$ cat config.mk
export PLATFORM = sky130hd
export DESIGN_NAME = hilo_mdu_flat
export DESIGN_NICKNAME = d
export VERILOG_FILES = /design/src/rtl/mdu_pkg.sv /design/src/rtl/hilo_mdu_if.sv /design/src/rtl/mdu_iter_core.sv /design/src/rtl/hilo_mdu.sv /design/src/flat_wrapper.sv
export SDC_FILE = /design/constraint.sdc
export NUM_CORES = 1
export LEC_CHECK = 0
export BUFFER_PORTS_ARGS = -buffer_cell sky130_fd_sc_hd__buf_2
export CORE_MARGIN = 2
export CORE_UTILIZATION = 45
export DETAILED_ROUTE_END_ITERATION = 10
export PLACE_DENSITY = 0.7
export RECOVER_POWER = 50
export SYNTH_ARGS = -nofsm -noshare
export SYNTH_HDL_FRONTEND = slang
export SYNTH_SLANG_ARGS = --single-unit
export TNS_END_PERCENT = 30
$ cat constraint.sdc
create_clock -name clk -period 5 [get_ports clk]
set_input_delay 0.25 -clock clk [delete_from_list [all_inputs] [get_ports clk]]
set_output_delay 0.25 -clock clk [all_outputs]
set_load 0.02 [all_outputs]
$ cat src/rtl/mdu_pkg.sv
// mdu_pkg: op encodings, FSM state type and op-decode helpers for hilo_mdu.
// Divide support (ops DIV/DIVU) is built only when MDU_DIV_EN is defined.
package mdu_pkg;

    typedef enum logic [1:0] {
        OP_MULT  = 2'b00,
        OP_MULTU = 2'b01,
        OP_DIV   = 2'b10,
        OP_DIVU  = 2'b11
    } op_e;

    typedef enum logic [1:0] {
        IDLE,
        CALC,
        FIX,
        DONE
    } state_e;

    function automatic logic op_signed(input logic [1:0] op);
        return (op == OP_MULT) || (op == OP_DIV);
    endfunction

    function automatic logic op_div(input logic [1:0] op);
        return (op == OP_DIV) || (op == OP_DIVU);
    endfunction

endpackage

$ cat src/rtl/hilo_mdu_if.sv
// hilo_mdu_if: issue, HI/LO write and result bundle between pipeline and MDU.
// The same bundle is used whether or not MDU_DIV_EN is defined.
interface hilo_mdu_if #(
    parameter int WIDTH = 32
);
    logic             start;
    logic [1:0]       op;
    logic [WIDTH-1:0] a;
    logic [WIDTH-1:0] b;
    logic             flush;
    logic             mthi_we;
    logic             mtlo_we;
    logic [WIDTH-1:0] wd;
    logic             busy;
    logic             done;
    logic [WIDTH-1:0] hi;
    logic [WIDTH-1:0] lo;

    modport master (
        output start, op, a, b, flush, mthi_we, mtlo_we, wd,
        input  busy, done, hi, lo
    );

    modport slave (
        input  start, op, a, b, flush, mthi_we, mtlo_we, wd,
        output busy, done, hi, lo
    );
endinterface

$ cat src/rtl/mdu_iter_core.sv
// mdu_iter_core: radix-2 shift-add multiply / restoring divide datapath.
// Divide hardware exists only when MDU_DIV_EN is defined.
module mdu_iter_core #(
    parameter int WIDTH = 32
) (
    input  logic             clk,
    input  logic             rst,
    input  logic             load_i,
    input  logic             step_i,
`ifdef MDU_DIV_EN
    input  logic             div_i,
`endif
    input  logic [WIDTH-1:0] seed_i,
    input  logic [WIDTH-1:0] opnd_i,
    output logic [WIDTH-1:0] hi_o,
    output logic [WIDTH-1:0] lo_o
);
    logic [WIDTH-1:0] hi_q, hi_d;
    logic [WIDTH-1:0] lo_q, lo_d;
    logic [WIDTH-1:0] opnd_q;
    logic [WIDTH:0]   sum;
`ifdef MDU_DIV_EN
    logic             div_q;
    logic [WIDTH:0]   shl;
    logic [WIDTH:0]   diff;
`endif

    // hi:lo is the running product, or remainder:quotient when dividing
    always_comb begin
        sum  = {1'b0, hi_q} + (lo_q[0] ? {1'b0, opnd_q} : '0);
        hi_d = sum[WIDTH:1];
        lo_d = {sum[0], lo_q[WIDTH-1:1]};
`ifdef MDU_DIV_EN
        shl  = {hi_q, lo_q[WIDTH-1]};
        diff = shl - {1'b0, opnd_q};
        if (div_q) begin
            hi_d = diff[WIDTH] ? shl[WIDTH-1:0] : diff[WIDTH-1:0];
            lo_d = {lo_q[WIDTH-2:0], ~diff[WIDTH]};
        end
`endif
    end

    always_ff @(posedge clk or posedge rst) begin
        if (rst) begin
            hi_q   <= '0;
            lo_q   <= '0;
            opnd_q <= '0;
`ifdef MDU_DIV_EN
            div_q  <= 1'b0;
`endif
        end else if (load_i) begin
            hi_q   <= '0;
            lo_q   <= seed_i;
            opnd_q <= opnd_i;
`ifdef MDU_DIV_EN
            div_q  <= div_i;
`endif
        end else if (step_i) begin
            hi_q <= hi_d;
            lo_q <= lo_d;
        end
    end

    assign hi_o = hi_q;
    assign lo_o = lo_q;
endmodule

$ cat src/rtl/hilo_mdu.sv
// hilo_mdu: multi-cycle MIPS-style multiply/divide unit with HI/LO registers.
// Define MDU_DIV_EN to build DIV/DIVU; otherwise those ops are ignored.
module hilo_mdu
    import mdu_pkg::*;
#(
    parameter int WIDTH = 32
) (
    input logic       clk,
    input logic       rst,
    hilo_mdu_if.slave bus
);
    localparam int CW = $clog2(WIDTH);

    state_e           state_q;
    logic             busy_q;
    logic             done_q;
    logic [WIDTH-1:0] hi_q;
    logic [WIDTH-1:0] lo_q;
    logic             sa_q;
    logic             sb_q;
    logic [CW-1:0]    cnt_q;
`ifdef MDU_DIV_EN
    logic             div_q;
    logic             dz_q;
`endif

    logic             sgn, is_div, op_ok, dz;
    logic             accept, step, wr_ok;
    logic             neg_a, neg_b;
    logic [WIDTH-1:0] mag_a, mag_b, seed, opnd;
    logic [WIDTH-1:0] acc_hi, acc_lo;
    logic [WIDTH-1:0] res_hi, res_lo;
    logic [2*WIDTH-1:0] prod;

    always_comb begin
        sgn    = op_signed(bus.op);
        is_div = op_div(bus.op);
        neg_a  = sgn & bus.a[WIDTH-1];
        neg_b  = sgn & bus.b[WIDTH-1];
        mag_a  = neg_a ? -bus.a : bus.a;
        mag_b  = neg_b ? -bus.b : bus.b;
`ifdef MDU_DIV_EN
        op_ok  = 1'b1;
        dz     = is_div & (bus.b == '0);
        seed   = is_div ? mag_a : mag_b;
        opnd   = is_div ? mag_b : mag_a;
`else
        op_ok  = ~is_div;
        dz     = 1'b0;
        seed   = mag_b;
        opnd   = mag_a;
`endif
        accept = (state_q == IDLE) & bus.start & ~bus.flush & op_ok;
        step   = (state_q == CALC);
        wr_ok  = (state_q == IDLE) | (state_q == DONE);
    end

    // Sign fix-up applied to the unsigned magnitude result during FIX
    always_comb begin
        prod = {acc_hi, acc_lo};
        if (sa_q ^ sb_q) prod = -prod;
        res_hi = prod[2*WIDTH-1:WIDTH];
        res_lo = prod[WIDTH-1:0];
`ifdef MDU_DIV_EN
        if (div_q) begin
            if (dz_q) begin
                res_lo = '1;
                res_hi = sa_q ? -acc_lo : acc_lo;
            end else begin
                res_lo = (sa_q ^ sb_q) ? -acc_lo : acc_lo;
                res_hi = sa_q ? -acc_hi : acc_hi;
            end
        end
`endif
    end

    always_ff @(posedge clk or posedge rst) begin
        if (rst) begin
            state_q <= IDLE;
            busy_q  <= 1'b0;
            done_q  <= 1'b0;
            hi_q    <= '0;
            lo_q    <= '0;
            sa_q    <= 1'b0;
            sb_q    <= 1'b0;
            cnt_q   <= '0;
`ifdef MDU_DIV_EN
            div_q   <= 1'b0;
            dz_q    <= 1'b0;
`endif
        end else begin
            done_q <= 1'b0;
            unique case (state_q)
                IDLE: begin
                    if (accept) begin
                        state_q <= dz ? FIX : CALC;
                        busy_q  <= 1'b1;
                        cnt_q   <= CW'(WIDTH - 1);
                        sa_q    <= neg_a;
                        sb_q    <= neg_b;
`ifdef MDU_DIV_EN
                        div_q   <= is_div;
                        dz_q    <= dz;
`endif
                    end
                end
                CALC: begin
                    cnt_q <= cnt_q - CW'(1);
                    if (bus.flush) begin
                        state_q <= IDLE;
                        busy_q  <= 1'b0;
                    end else if (cnt_q == '0) begin
                        state_q <= FIX;
                    end
                end
                FIX: begin
                    busy_q <= 1'b0;
                    if (bus.flush) begin
                        state_q <= IDLE;
                    end else begin
                        state_q <= DONE;
                        done_q  <= 1'b1;
                        hi_q    <= res_hi;
                        lo_q    <= res_lo;
                    end
                end
                DONE: state_q <= IDLE;
            endcase
            if (wr_ok & bus.mthi_we) hi_q <= bus.wd;
            if (wr_ok & bus.mtlo_we) lo_q <= bus.wd;
        end
    end

    mdu_iter_core #(
        .WIDTH(WIDTH)
    ) u_core (
        .clk   (clk),
        .rst   (rst),
        .load_i(accept),
        .step_i(step),
`ifdef MDU_DIV_EN
        .div_i (is_div),
`endif
        .seed_i(seed),
        .opnd_i(opnd),
        .hi_o  (acc_hi),
        .lo_o  (acc_lo)
    );

    assign bus.busy = busy_q;
    assign bus.done = done_q;
    assign bus.hi   = hi_q;
    assign bus.lo   = lo_q;
endmodule

$ cat src/flat_wrapper.sv
// flat-port wrapper written by rule: the top's interface ports become plain ports
module hilo_mdu_flat import mdu_pkg::*;
#(
    parameter int WIDTH = 32
)
  (clk, rst, bus_start, bus_op, bus_a, bus_b, bus_flush, bus_mthi_we, bus_mtlo_we, bus_wd, bus_busy, bus_done, bus_hi, bus_lo);
  hilo_mdu_if #(.WIDTH(WIDTH)) bus_i ();
  input logic clk;
  input logic rst;
  input wire logic [$bits(bus_i.start)-1:0] bus_start;
  input wire logic [$bits(bus_i.op)-1:0] bus_op;
  input wire logic [$bits(bus_i.a)-1:0] bus_a;
  input wire logic [$bits(bus_i.b)-1:0] bus_b;
  input wire logic [$bits(bus_i.flush)-1:0] bus_flush;
  input wire logic [$bits(bus_i.mthi_we)-1:0] bus_mthi_we;
  input wire logic [$bits(bus_i.mtlo_we)-1:0] bus_mtlo_we;
  input wire logic [$bits(bus_i.wd)-1:0] bus_wd;
  output wire logic [$bits(bus_i.busy)-1:0] bus_busy;
  output wire logic [$bits(bus_i.done)-1:0] bus_done;
  output wire logic [$bits(bus_i.hi)-1:0] bus_hi;
  output wire logic [$bits(bus_i.lo)-1:0] bus_lo;
  assign bus_i.start = bus_start;
  assign bus_i.op = bus_op;
  assign bus_i.a = bus_a;
  assign bus_i.b = bus_b;
  assign bus_i.flush = bus_flush;
  assign bus_i.mthi_we = bus_mthi_we;
  assign bus_i.mtlo_we = bus_mtlo_we;
  assign bus_i.wd = bus_wd;
  assign bus_busy = bus_i.busy;
  assign bus_done = bus_i.done;
  assign bus_hi = bus_i.hi;
  assign bus_lo = bus_i.lo;
  hilo_mdu #(.WIDTH(WIDTH)) u_core (.clk(clk), .rst(rst), .bus(bus_i));
endmodule
* After elaboration in Yosys (flattened, before gate mapping)
Cells that the tools add are included.
Word-level totals: input bits 104, output and inout port bits 66, flip-flop bits (word level) 171, word-level logic and storage cells 79
Operators by class: reductions and logical operators 16, add/subtract/negate cells 5, equality and inequality tests 10, muxes and demuxes 26, bitwise gates (word level) 11
Operators by type and width (number):
- $mux 32 | 13
- $mux 64 | 1
- $neg 32->32 | 2
- $neg 64->64 | 1
- $add 32x33->33 | 1
- $pmux 5 s2 | 1
- $reduce_and 2->1 | 5
- $eq 2x2->1 const B | 4
- $mux 2 | 4
- $pmux 2 s4 | 1
- $reduce_bool 2->1 | 4
- $and 1x1->1 | 7
- $ne 2x1->1 const B | 3
- $logic_not 5->1 | 1
- $mux 5 | 1
- $sub 5x1->5 const B | 1
- $logic_not 2->1 | 2
- $mux 1 | 4
- $ne 3x3->1 const B | 1
- $pmux 1 s3 | 1
- $reduce_and 3->1 | 1
- $reduce_bool 3->1 | 1
- $eq 2x1->1 const B | 1
- $logic_or 1x1->1 | 2
- 4 further kinds | 5

* Depth between registers and ports, before layout
depth after elaboration 6, gate-level depth with buffers 12

* Modules after synthesis
Synthesis repeated with hierarchy kept, for this count alone.
Second synthesis, totals: cell total of the unflattened synthesis 1372, area total of the unflattened synthesis 11940.2 µm²
Modules (own cells, without submodules):
- hilo_mdu | times used 1, area an instance 6095.8 µm², seq. area each 1876.8 µm², cells an instance 766
- mdu_iter_core | times used 1, area an instance 5844.4 µm², seq. area each 2402.3 µm², cells an instance 606

* Worst setup path after synthesis
Ideal clock, no wire load.
path kind register to register, start register u_core.u_core.lo_q[0], in the netlist u_core.u_core.lo_o[0], end register u_core.u_core.hi_q[27], in the netlist u_core.u_core.hi_o[27], slack 1974 ps, stages on the path, launching flop included 13, required time 4878 ps, clock period less this slack 3026 ps, arrival time 2905 ps, path buffers 2, cell sequence dfrtp_1 clkbuf_1 clkbuf_1 and2_1 ha_1 fa_1 a21o_1 a31oi_1 nor4_1 o2111ai_1 a21oi_1 or3_1 a32o_1
On the way: word-level cells in the longest chain between the ends 4
RTL lines:
- start, declared | RTL line mdu_iter_core.sv:19 | logic [WIDTH-1:0] lo_q, lo_d;
- start signal, assigned | RTL line mdu_iter_core.sv:53 | lo_q <= seed_i;
- start signal, assigned | RTL line mdu_iter_core.sv:60 | lo_q <= lo_d;
- $mux 32 | RTL line mdu_iter_core.sv:30 | sum = {1'b0, hi_q} + (lo_q[0] ? {1'b0, opnd_q} : '0);
- $add 32x33->33 | RTL line mdu_iter_core.sv:30
- $mux 32 | RTL line mdu_iter_core.sv:58 | end else if (step_i) begin
- $mux 32 | RTL line mdu_iter_core.sv:51 | end else if (load_i) begin
- end signal, assigned | RTL line mdu_iter_core.sv:59 | hi_q <= hi_d;
- end, declared | RTL line mdu_iter_core.sv:18 | logic [WIDTH-1:0] hi_q, hi_d;
No other way between the ends. The select of a mux whose other input is x is not followed. A chain may end at the register's enable or synchronous reset.

* Final worst setup path
Same ends and word-level chain as after synthesis.

==> flow_metrics.py <==
metrics = {
    "status": {
        "outcome": "complete, but fails checks",
        "violations": "max-capacitance violations, max-slew violations",
    },
    "grt": {
        "grt_util_all_layers": 0.2485,
        "grt.overflow.total": 0,
        "grt_max_degree": 89,
        "grt_pass1_vias": 10276,
        "grt_pass1_wl_mm": 56.00,
        "antenna_found_initial": 0,
    },
    "sta": {
        "fin_setup_tns_ns": 0,
        "clock_skew_ns": 0.01226,
        "fin_crit_ns": 3.736,
        "hold_viol": 0,
        "drv_slew": 89,
        "layout_worst_path_cycle_share": 0.7473,
        "final.hold.worst_slack_ns": 0.04556,
        "timing.slew.headroom": -1.266,
        "setup_violations": 0,
        "worst_slew_pin_slew_ns": 3.399,
        "rsz0062_at_grt": "false",
        "fmax_mhz": 267.6,
    },
    "pwr": {
        "p_int_mw": 4.606,
        "vdd_ir_drop_max_mv": 0.4319,
        "sequentialPowerShare": 0.313,
        "p_switching_mw": 4.505,
        "p_leak_nw": 5.666,
        "p_comb_frac": 0.537,
        "clkPwrFrac": 0.150,
        "p_per_area_nw_per_um2": 674.1,
        "switching_share": 0.4945,
    },
    "synthesis": {
        "synthCells": 1447,
        "synth_edf_count": 0,
        "ys_seq_elements": 171,
        "ys_seq_area_frac": 0.3592,
        "synthesis.nets": 1593,
        "synthesis.area_um2": 11910,
        "synth-main-ff-cell": "dfrtp_1",
        "synth_warnings": 0,
        "ys_types": 64,
        "async_flop_share": 1.000,
        "syn_avg_cell_area_um2": 8.233,
    },
    "drt": {
        "routed_wirelength_mm": 34.60,
        "drtPass1Iterations": 5,
        "vias": 11214,
        "vias_per_cell": 5.859,
        "drt_iter0_drc": 970,
        "wl_per_cell_um": 18.08,
        "drc": 0,
        "antenna_left": 0,
    },
    "critical_path": {
        "critPathTopFamily": "compound AO/OA/AOI/OAI gates",
        "cp-end-kind": "register",
        "cp_max_fo": 37,
        "crit_slowest_cell": "dfrtp_1",
        "start_kind": "register",
        "crit_arrival_ns": 4.06,
        "critPathMaxStageDelay_ns": 0.80,
        "path_class": "register to register",
        "critPathRequiredTime_ns": 5.32,
        "cp.buffers_inverters": 1,
        "cp_cell_sequence": "and2_1 > ha_1 > fa_1 > a21o_1 > a31oi_1 > nor4_1 > buf_4 > o2111ai_1 > a21oi_1 > or3_1 > a32o_1",
    },
    "clocking": {
        "cts_tree": "yes",
        "cts_resized": 0,
        "cts_hold_buf": 0,
        "clockBufferDepth": 2,
        "cts-root-buf": "clkbuf_16",
        "cts_sinks": 171,
        "htree_num_levels": 4,
        "cts_buffers": 17,
        "clk_pin_slew_worst_paths_ns": 0.07,
        "clk_latency_ns": 0.44,
        "postCtsSetupBuffers": 0,
    },
    "flow_run": {
        "drv_cap": 1,
    },
    "die": {
        "io_pins": 170,
        "core_um2": 26060,
        "num_rows": 59,
        "fp.dieW_um": 166.7,
        "initial_core_util": 0.4571,
        "die_y_um": 166.7,
        "die-area_um2": 27790,
    },
    "layout": {
        "multiInputGateArea_um2": 7239,
        "n_antenna_cell": 0,
        "area.sequential_um2": 4279,
        "area_growth_pct": 13.45,
        "drive_above_1_share": 0.1026,
        "nNetsFinal": 1712,
        "nFillCells": 2546,
    },
    "placement": {
        "gp_congestion": 0.9790,
        "portBuffers": 169,
        "dp_hpwl_mm": 26.02,
    },
    "hold_path": {
        "hold_path.class": "input port to register",
    },
}
## worst min-delay path, delay by kind of cell
family	cells	cell delay, ns
buf+inv	1	0.09
compound gates	1	0.06
simple gates	1	0.04
## cells in the final DEF (no fill, tap or decap), types with 21 or more instances in the layout
master / synthesis / layout
and2_1: 37 / 37
xnor2_1: 81 / 80
o31ai_1: 25 / 25
dfrtp_1: 171 / 171
buf_2: 1 / 104
nor3_1: 34 / 34
a21oi_1: 114 / 114
a31oi_1: 26 / 26
o21ai_0: 161 / 161
a22oi_1: 28 / 28
inv_1: 34 / 34
nor2_1: 122 / 122
or4_1: 21 / 21
ha_1: 41 / 40
mux2i_1: 31 / 31
clkbuf_1: 70 / 65
xor2_1: 56 / 55
nand3_1: 30 / 30
nand2_1: 158 / 158
## power by group through the flow
stage | Sequential [mW] | Combinational (mW) | Clock, mW
3_5_place_dp | 2.84 | 4.89 | 0
6_report | 2.85 | 4.89 | 1.37
2_1_floorplan | 2.84 | 3.35 | 0
5_1_grt | 2.94 | 5.41 | 1.44
4_1_cts | 2.81 | 4.91 | 1.38
3_3_place_gp | 2.83 | 4.82 | 0
## synth_stat cells, types with 28 or more instances
master | instances | share of area
ha_1 | 41 | 0.043
xor2_1 | 56 | 0.041
a21oi_1 | 114 | 0.048
nor2_1 | 122 | 0.038
nand3_1 | 30 | 0.013
and2_1 | 37 | 0.019
dfrtp_1 | 171 | 0.36
xnor2_1 | 81 | 0.060
nand2_1 | 158 | 0.050
nor3_1 | 34 | 0.014
a22oi_1 | 28 | 0.018
inv_1 | 34 | 0.011
clkbuf_1 | 70 | 0.022
mux2i_1 | 31 | 0.026
o21ai_0 | 161 | 0.068
## area by class of cell
cell class / count / area share
clock buffer: 17 / 0.03148
timing repair buffer: 181 / 0.06286
clock inverter: 15 / 0.01296
sequential: 171 / 0.3166
inverter: 34 / 0.009443
tap: 335 / 0.03101
multi-input combinational: 1161 / 0.5356
## kinds of logic (layout without fill, tap and decap cells)
| kind of cell | count (synthesis) | after routing | synth area share |
|---|---|---|---|
| adder cells (fa/ha/maj) | 42 | 42 | 0.04474 |
| buffers and inverters | 115 | 247 | 0.03760 |
| AND/OR/NAND/NOR | 501 | 501 | 0.2044 |
| XOR/XNOR | 137 | 137 | 0.1007 |
| flip-flops | 171 | 171 | 0.3592 |
| multiplexers | 31 | 31 | 0.02605 |
| AO/OA/AOI/OAI | 450 | 450 | 0.2273 |
## flip-flops by register name, indices dropped and copies added (netlist names)
| signal | flops |
|---|---|
| u_core.sb_q | 1 |
| u_core.cnt_q | 5 |
| u_core.u_core.opnd_q | 32 |
| u_core.bus.hi | 32 |
| u_core.u_core.lo_o | 32 |
| u_core.bus.done | 1 |
| u_core.sa_q | 1 |
| u_core.state_q | 2 |
| u_core.u_core.hi_o | 32 |
| u_core.bus.lo | 32 |
| u_core.bus.busy | 1 |
## stage by stage
step / total power [mW] / instances / area [um2] / setup WS, ns / util
after floorplan: 6.185 / 1447 / 11910 / 0.1182 / -
after global placement: 7.646 / 1882 / 13010 / 1.386 / 0.4991
after detailed placement: 7.729 / 1882 / 13010 / 1.267 / 0.4991
after CTS: 9.112 / 1914 / 13610 / 1.242 / 0.5222
after global routing: 9.790 / 1914 / 13520 / 0.6257 / 0.5187
final: 9.111 / 1914 / 13520 / 1.264 / 0.5187
## path summary, 6_finish.rpt
kind | to | startpoint | cells past startpoint | slack, ns
worst max-delay path | u_core.u_core.hi_o[27] | u_core.u_core.lo_o[0] | 11 | 1.26
worst min-delay path | u_core.bus.lo[3] | bus_wd[3] | 3 | 0.05
worst max register to register | u_core.u_core.hi_o[27] | u_core.u_core.lo_o[0] | 11 | 1.26
worst min register to register | u_core.u_core.opnd_q[15] | u_core.u_core.opnd_q[15] | 2 | 0.47
max in group asynchronous | u_core.bus.lo[16] | rst | 3 | 1.41
min in group asynchronous | u_core.bus.lo[8] | rst | 2 | 1.05
## routing by layer
layer	up-vias	track usage	wire length, um
met4	0	0.05997	496
li1	5483	-	-
met2	464	0.3741	14940
met5	-	0	0
met1	5230	0.3721	16380
met3	37	0.04278	2788
Note: power is estimated with default switching activity, not from simulation.
